File: src/rtl/uart_tx.sv
// uart_tx: drains a FWFT byte FIFO and serialises each word onto tx with a runtime bit-period divisor
module uart_tx #(
  parameter int DATA_WIDTH = 8,
  parameter int STOP_BITS  = 1,
  parameter int DVSR_WIDTH = 16
) (
  input  logic                  clk,
  input  logic                  reset_n,
  input  logic [DVSR_WIDTH-1:0] dvsr,
  input  logic                  empty,
  input  logic [DATA_WIDTH-1:0] r_data,
  output logic                  rd,
  output logic                  tx,
  output logic                  busy,
  output logic                  tx_done
);
  localparam int BW = $clog2(DATA_WIDTH + 1);
  typedef enum logic [1:0] {IDLE, START, DATA, STOP} state_e;
  state_e                state_q, state_d;
  logic [DVSR_WIDTH-1:0] tick_q, tick_d, dvsr_q, dvsr_d;
  logic [BW-1:0]         bit_q, bit_d;
  logic [DATA_WIDTH-1:0] shift_q, shift_d;
  logic                  tx_q, tx_d, rd_q, rd_d, busy_q, busy_d, done_q, done_d;
  logic                  last_tick;
  // next-state and registered-output values; the tick counter restarts on equality so dvsr=all-ones never wraps early
  always_comb begin
    state_d   = state_q;
    tick_d    = tick_q;
    bit_d     = bit_q;
    shift_d   = shift_q;
    dvsr_d    = dvsr_q;
    tx_d      = tx_q;
    rd_d      = 1'b0;
    done_d    = 1'b0;
    last_tick = (tick_q == dvsr_q);
    case (state_q)
      IDLE: begin
        tx_d = 1'b1;
        if (!empty) begin
          state_d = START;
          shift_d = r_data;
          dvsr_d  = dvsr;
          rd_d    = 1'b1;
          tx_d    = 1'b0;
          tick_d  = '0;
        end
      end
      START: begin
        tick_d = last_tick ? '0 : tick_q + 1'b1;
        if (last_tick) begin
          state_d = DATA;
          bit_d   = '0;
          tx_d    = shift_q[0];
        end
      end
      DATA: begin
        tick_d = last_tick ? '0 : tick_q + 1'b1;
        if (last_tick) begin
          shift_d = shift_q >> 1;
          if (bit_q == BW'(DATA_WIDTH - 1)) begin
            state_d = STOP;
            bit_d   = '0;
            tx_d    = 1'b1;
          end else begin
            bit_d = bit_q + 1'b1;
            tx_d  = shift_d[0];
          end
        end
      end
      STOP: begin
        tick_d = last_tick ? '0 : tick_q + 1'b1;
        if (last_tick) begin
          if (bit_q == BW'(STOP_BITS - 1)) begin
            state_d = IDLE;
            done_d  = 1'b1;
          end else begin
            bit_d = bit_q + 1'b1;
          end
        end
      end
      default: state_d = IDLE;
    endcase
    busy_d = (state_d != IDLE);
  end
  // state and output registers; reset drops any in-flight byte and returns the line to idle-high
  always_ff @(posedge clk) begin
    if (!reset_n) begin
      state_q <= IDLE;
      tick_q  <= '0;
      bit_q   <= '0;
      shift_q <= '0;
      dvsr_q  <= '0;
      tx_q    <= 1'b1;
      rd_q    <= 1'b0;
      busy_q  <= 1'b0;
      done_q  <= 1'b0;
    end else begin
      state_q <= state_d;
      tick_q  <= tick_d;
      bit_q   <= bit_d;
      shift_q <= shift_d;
      dvsr_q  <= dvsr_d;
      tx_q    <= tx_d;
      rd_q    <= rd_d;
      busy_q  <= busy_d;
      done_q  <= done_d;
    end
  end
  assign tx      = tx_q;
  assign rd      = rd_q;
  assign busy    = busy_q;
  assign tx_done = done_q;
endmodule

File: config.mk
export PLATFORM = sky130hd
export DESIGN_NAME = uart_tx
export DESIGN_NICKNAME = d
export VERILOG_FILES = /design/src/rtl/uart_tx.sv
export SDC_FILE = /design/constraint.sdc
export NUM_CORES = 1
export LEC_CHECK = 0
export CAP_MARGIN = 20
export CORE_MARGIN = 3
export CORE_UTILIZATION = 40
export DETAILED_ROUTE_END_ITERATION = 7
export GPL_ROUTABILITY_DRIVEN = 0
export PLACE_DENSITY = 0.65
export SKIP_CTS_REPAIR_TIMING = 1
export SYNTH_ARGS = -nofsm -noshare
export SYNTH_HDL_FRONTEND = slang
export SYNTH_SLANG_ARGS = --single-unit
File: constraint.sdc
create_clock -name clk -period 4.45 [get_ports clk]
set_input_delay 0.89 -clock clk [delete_from_list [all_inputs] [get_ports clk]]
set_output_delay 0.89 -clock clk [all_outputs]
set_load 0.02 [all_outputs]
# Yosys cells after proc, flatten, opt, wreduce, memory -nomap -nowiden
# Index checks and enable logic that the tools add are counted.
classes:
  add_sub_neg: 2
  eq_ne: 10
  mux: 26
  bitwise_logic: 1
  n_reduce_logical: 13
op_table:
  columns: ["cell", "count"]
  rows:
  - ["16-bit 2-to-1 mux", 2]
  - ["16-bit case mux with 2 select lines", 1]
  - ["4-bit 2-to-1 mux", 5]
  - ["16-bit by 1-bit adder with 16-bit output (second input constant)", 1]
  - ["16-bit == test", 1]
  - ["8-bit 2-to-1 mux", 2]
  - ["8-bit case mux with 2 select lines", 1]
  - ["2-bit 2-to-1 mux", 6]
  - ["4-bit case mux with 3 select lines", 1]
  - ["2-bit != test (second input constant)", 5]
  - ["3-bit AND reduction", 3]
  - ["2-bit case mux with 4 select lines", 1]
  - ["1-bit 2-to-1 mux", 6]
  - ["3-bit nonzero test", 2]
  - ["5-bit AND reduction", 1]
  - ["4-bit by 1-bit adder with 4-bit output (second input constant)", 1]
  - ["2-bit == test (second input constant)", 2]
  - ["4-bit by 3-bit == test with 1-bit output (second input constant)", 1]
  - ["4-bit logical NOT", 1]
  - ["2-bit AND reduction", 2]
  - ["2-bit nonzero test", 2]
  - ["1-bit case mux with 3 select lines", 1]
  - ["3-bit OR reduction", 1]
  - ["2-bit by 1-bit == test with 1-bit output (second input constant)", 1]
  - ["other kinds (2)", 2]
totals:
  ff_bits: 50
  inputBits: 27
  output_inout_bits: 4

# Logic depth before layout (Yosys ltp)
# Gate-level depths: netlist (run 1).
logic_depth:
  ltp_word: 5
  mapped_depth: 8

# Worst setup path before layout (run 1)
# No wires, ideal clock.
synth_path:
  path_kind: "input to register"
  start: "input empty"
  end: "register tick_q[10]"
  arrival_ns: 1.814
  t_required_ns: 4.333
  setup_slack_ns: 2.519
  cell_stages: 6
  path_cell_list: "nand2_1 clkbuf_1 inv_1 o21ai_1 buf_2 nor2_1"
synth_between:
  elab_chain_cells: 1
synth_rtl:
  columns: ["item", "line", "source"]
  rows:
  - ["start, declared", "10", "input logic empty,"]
  - ["2-bit != test (no line)", null, null]
  - ["end signal, assigned", "99", "tick_q <= tick_d;"]
  - ["end, declared", "20", "logic [DVSR_WIDTH-1:0] tick_q, tick_d, dvsr_q, dvsr_d;"]
# Every way passes these cells.
# A chain may end at the register's enable or synchronous reset.

# Worst setup path in the final report (run 1)
layout_path:
  start: "register tick_q[8]"
  end: "register tick_q[12]"
layout_between:
  elab_chain_cells: 3
  elab_cells_between_ends: 4
  classes_between: "add/sub: 1; eq/ne: 1; mux: 2"
layout_rtl:
  columns: ["item", "line", "source"]
  rows:
  - ["16-bit by 1-bit adder with 16-bit output or 16-bit == test (tied branches)", null, null]
  - ["16-bit 2-to-1 mux (*)", "49, 57, 71", null]
  - ["16-bit case mux with 2 select lines (*)", "36", "case (state_q)"]
# Mark *: on every way between the ends. The rest lies on a longest branch, timed or not.

==> impl_metrics.json, run 1 <==
{
  "status": "completed",
  "antenna_cells": 0,
  "drt-pass1-iter-count": 4,
  "grt_antenna_before_repair": 0,
  "max_freq_ghz": 0.384,
  "dieArea_um2": 7220,
  "layout-drive-gt1-share_pct": 5.38,
  "p_leak_uw": 0.00120,
  "synth_seq_cells": 50,
  "rows": 28,
  "grt_pass1_wl_mm": 8.64,
  "multi_input_area_um2": 1410,
  "grt_max_degree": 22,
  "slew_violations": 0,
  "syn_nets": 325,
  "grt_remaining_overflow": 0,
  "cp.required_ns": 4.59,
  "rsz0062_at_grt": "false",
  "cp_common_cell": "nor2_1",
  "io_buffers": 30,
  "nFillCells": 572,
  "r2r-start": "tick_q[8]",
  "initial_core_util_pct": 41.6,
  "dp_hpwl_mm": 3.58,
  "chipWidth_um": 85.0,
  "peakVddDrop_mv": 0.262,
  "setup_viol": 0,
  "cp_max_fo": 14,
  "path_clk_slew_ns": 0.10,
  "tns_ns": 0,
  "syn_inst": 290,
  "io_pins": 31,
  "critPathKind": "reg -> reg",
  "vias": 2022,
  "grt_pass1_vias": 1875,
  "clk_latency_ns": 0.30,
  "hold_viol": 0,
  "slowest_delay_ns": 0.80,
  "seqCellArea_um2": 1000,
  "slew_headroom_pct": 34.4,
  "core_um2": 5990,
  "layout_common_cells": "nand2_1, dfxtp_1, clkdlybuf4s50_1, nor2_1, xor2_1",
  "yosys_warnings": 0,
  "maxCapViolCount": 0,
  "fin_util_pct": 48.9,
  "track_usage_pct": 14.6,
  "htreeDepth": 2,
  "hold_start": "dvsr_q[15]",
  "routed_via_density": 5.17,
  "min_period_ns": 2.60,
  "period_share_pct": 58.5,
  "crit_family": "simple AND/OR/NAND/NOR gates",
  "syn_to_final_growth_pct": 17.4,
  "wire_per_inst_um": 12.6,
  "fin_skew_ns": 0.0149,
  "arrival_ns": 2.74,
  "synth-edff-count": 0,
  "ant_nets": 0,
  "critPathBufInv": 0,
  "die_y_um": 85.0,
  "crit_slowest_cell": "o21ai_1",
  "worstRegToRegCells": 6,
  "worstPathCellList": "xor2_1, nor4_1, and4_1, nor2_1, o21ai_1, nor2_1",
  "clockRootBuffer": "clkbuf_8",
  "reg2reg_slack_ns": 1.85,
  "hold_depth": 2,
  "dr.first_iter.drc_count": 97,
  "nNetsFinal": 351,
  "tritoncts": "yes",
  "numClockSinks": 50,
  "cp-end-kind": "flop",
  "syn_area_um2": 2490,
  "power.density_nw_per_um2": 517,
  "cts_max_path_buffers": 2,
  "avgSynthCellArea_um2": 8.60,
  "min_to": "dvsr_q[15]",
  "final_common_cell": "nand2_1",
  "drt-total-wl_mm": 4.93,
  "route.detailed.drc": 0,
  "async_flop_share_pct": 0,
  "rr_endpoint": "tick_q[12]",
  "seq_area_frac_synth_pct": 40.1,
  "max_slew.worst_pin.slew_ns": 0.978,
  "startpoint_type": "flop",
  "yosys_most_used_dff": "dfxtp_1",
  "hp-class": "reg -> reg",
  "numCtsBuffers": 5,
  "ys_types": 45
}
[area by class of cell]
class                   count  area share, %
clock buffers               6           2.48
multi-input cells         220           48.1
repair buffers             33           11.0
flip-flops and latches     50           34.2
clock inverters             1          0.256
well taps                  75           3.21
inverters                   6          0.769
[power by group]
| part | switching, µW | leakage, µW | internal (µW) | total (µW) |
|---|---|---|---|---|
| logic | 399 | 0.000758 | 271 | 669 |
| registers | 57.3 | 0.000409 | 532 | 589 |
| clock network | 147 | 0.0000373 | 108 | 255 |
[registers in the layout, indices dropped and copies added (netlist names)]
signal / count
rd: 1
state_q: 2
dvsr_q: 16
bit_q: 4
tx: 1
shift_q: 8
tick_q: 16
busy: 1
tx_done: 1
[through the flow]
stage          total power, µW  hold slack (ns)  instance area, µm²  instances  worst slack, ns
4_1_cts                   1520            0.483                2910        389             1.73
3_3_place_gp              1240            0.465                2830        382             1.48
5_1_grt                   1640            0.514                2930        391             1.59
2_1_floorplan             1110            0.454                2490        290             2.52
3_5_place_dp              1260            0.470                2830        382             1.41
6_report                  1510            0.480                2930        391             1.85
[routing by layer]
layer	GRT usage (%)	share of wire [%]	vias up
met4	5.18	1.6	0
met5	0	0	-
met3	3.01	4.5	5
met1	19.9	52	938
met2	22.7	42	35
li1	-	-	1044
[worst min-delay path, cell delays in order (launching register included)]
cell and delay (ns):
dfxtp_1 0.33, nand2_1 0.05, a21boi_0 0.06
[cells by family after synthesis]
group | share of synthesized area, %
buf+inv | 3.41
mux | 2.81
flops | 40.1
compound gates | 16.6
fa+ha+maj | 4.01
simple gates | 22.9
xor+xnor | 10.2
[cell usage after synthesis, types with 2 or more instances]
cell type / n / area share, %
nor2_1: 26 / 3.9
dfxtp_1: 50 / 40
nand2b_1: 2 / 0.50
mux2i_1: 7 / 2.8
o31ai_1: 2 / 0.60
inv_1: 6 / 0.90
o21ai_0: 10 / 2.0
a31oi_1: 3 / 0.75
nor4_2: 3 / 1.5
a21boi_0: 19 / 5.7
nand4_1: 5 / 1.3
xnor2_1: 6 / 2.1
o211ai_1: 2 / 0.60
ha_1: 8 / 4.0
nand3_1: 4 / 0.80
and3_1: 7 / 1.8
clkbuf_1: 11 / 1.7
nand2_1: 59 / 8.9
a21oi_1: 4 / 0.80
nor3_1: 2 / 0.40
xor2_1: 23 / 8.1
buf_2: 2 / 0.40
o211a_1: 7 / 2.8
[worst max path at each step]
stage                   start    endpoint  slack, ns  depth (start not counted)
floorplan               empty  tick_q[10]       2.52                          6
global placement        empty  shift_q[7]       1.48                          6
detailed placement      empty  shift_q[4]       1.41                          6
CTS                     empty  shift_q[4]       1.73                          6
global route        tick_q[8]   tick_q[7]       1.59                          6
finish              tick_q[8]  tick_q[12]       1.85                          6
No activity file was read; power rests on OpenSTA's default activity.
==> run 2: changes to the inputs <==
clock period = 2.6 ns   (was 4.45 ns; I/O delays follow)
==> impl_metrics.json, run 2 (synthesized netlist as in run 1, its figures left out) <==
{
  "rows": 28,
  "finalWorstSetupSlack_ns": 0.342,
  "place_ws_ns": 0.339,
  "use_met1_pct": 21.1,
  "track_usage_pct": 15.3,
  "use_met3_pct": 2.72,
  "netSwitchingFraction_pct": 38.6,
  "tns_ns": 0,
  "rsz0062_at_grt": "false",
  "route.detailed.drc": 0,
  "io_pins": 31,
  "fin_skew_ns": 0.00897,
  "arrival_ns": 2.50,
  "peakVddDrop_mv": 0.466,
  "core_um2": 5990,
  "cp.required_ns": 2.84,
  "pwr-share-comb_pct": 42.8,
  "p_leak_uw": 0.00123,
  "cts_max_path_buffers": 2,
  "status": "completed",
  "numClockSinks": 50,
  "slew_headroom_pct": 51.9,
  "power_frac_clock_pct": 20.0,
  "dp_hpwl_mm": 3.68,
  "p_switching_uw": 1050,
  "drt-total-wl_mm": 5.04,
  "period_share_pct": 86.8,
  "grt_antenna_before_repair": 0,
  "clockRootBuffer": "clkbuf_8",
  "use_met2_pct": 24.2,
  "power.density_nw_per_um2": 914,
  "multi_input_area_um2": 1410,
  "startpoint_type": "flop",
  "initial_core_util_pct": 41.6,
  "io_buffers": 30,
  "numCtsBuffers": 5,
  "power.total_uw": 2720,
  "setup_viol": 0,
  "wire_per_inst_um": 12.8,
  "hold_viol": 0,
  "nFillCells": 573,
  "grt_pass1_vias": 1989,
  "tritoncts": "yes",
  "hold_ws_ns": 0.479,
  "dr.first_iter.drc_count": 113,
  "maxCapViolCount": 0,
  "syn_to_final_growth_pct": 19.2,
  "grt_max_degree": 24,
  "grt_pass1_wl_mm": 9.13,
  "vias": 2008,
  "chipWidth_um": 85.0,
  "ant_nets": 0,
  "cp-end-kind": "flop",
  "max_slew.worst_pin.slew_ns": 0.721,
  "layout-drive-gt1-share_pct": 6.58,
  "critPathKind": "reg -> reg",
  "die_y_um": 85.0,
  "htreeDepth": 2,
  "antenna_cells": 0,
  "seqCellArea_um2": 1000,
  "hp-class": "reg -> reg",
  "nNetsFinal": 353,
  "largestRegisters": "dvsr_q x16, tick_q x16, shift_q x8",
  "min_period_ns": 2.26,
  "max_freq_ghz": 0.443,
  "cp_max_fo": 9,
  "drt-pass1-iter-count": 4,
  "slew_violations": 0,
  "layout_common_cells": "nand2_1, dfxtp_1, clkdlybuf4s50_1, nor2_1, xor2_1",
  "pwr-share-seq_pct": 37.3,
  "clk_latency_ns": 0.30,
  "grt.busiest_layer": "met2",
  "grt_remaining_overflow": 0,
  "routed_via_density": 5.10,
  "final_common_cell": "nand2_1",
  "path_clk_slew_ns": 0.09,
  "internal-power_uw": 1670,
  "dieArea_um2": 7220
}
[run 2: metrics by stage]
stage / util (%) / std cells / cell area (µm²)
floorplan: - / 290 / 2490
global placement: 47.8 / 386 / 2860
detailed placement: 47.8 / 386 / 2860
finish: 49.6 / 394 / 2970
global route: 49.6 / 394 / 2970
CTS: 49.6 / 394 / 2970
[run 2: cell type report]
cell class | instances | area share (%)
Clock buffer | 5 | 2.32
Clock inverter | 3 | 1.35
Inverter | 6 | 0.758
Multi-Input combinational cell | 220 | 47.4
Sequential cell | 50 | 33.7
Tap cell | 75 | 3.16
Timing Repair Buffer | 35 | 11.4
[run 2: worst max-delay path: stages, from the launching register on]
cell and delay (ns):
dfxtp_1 0.46, xor2_1 0.10, nor4_1 0.39, and4_1 0.45, nor2_2 0.14, or4_1 0.52
a21boi_1 0.14
[run 2: worst paths after layout]
check,startpoint,endpoint,slack (ns),cells past startpoint
setup / recovery,tick_q[8],bit_q[3],0.34,6
hold / removal,dvsr_q[15],dvsr_q[15],0.48,2
setup reg to reg,tick_q[8],bit_q[3],0.34,6
hold reg to reg,dvsr_q[15],dvsr_q[15],0.48,2
[run 2: layer usage]
metal	up-vias	part of all wire, %
met5	-	0
met4	0	0.89
met3	4	3.5
met2	43	45
met1	916	51
li1	1045	-
[run 2: power groups by stage]
| stage | clock network (µW) | logic, µW | registers, µW |
|---|---|---|---|
| 6_report | 542 | 1160 | 1010 |
| 5_1_grt | 599 | 1320 | 1030 |
| 3_3_place_gp | 0 | 1150 | 1030 |
| 2_1_floorplan | 0 | 877 | 1020 |
| 4_1_cts | 559 | 1170 | 1010 |
| 3_5_place_dp | 0 | 1170 | 1030 |
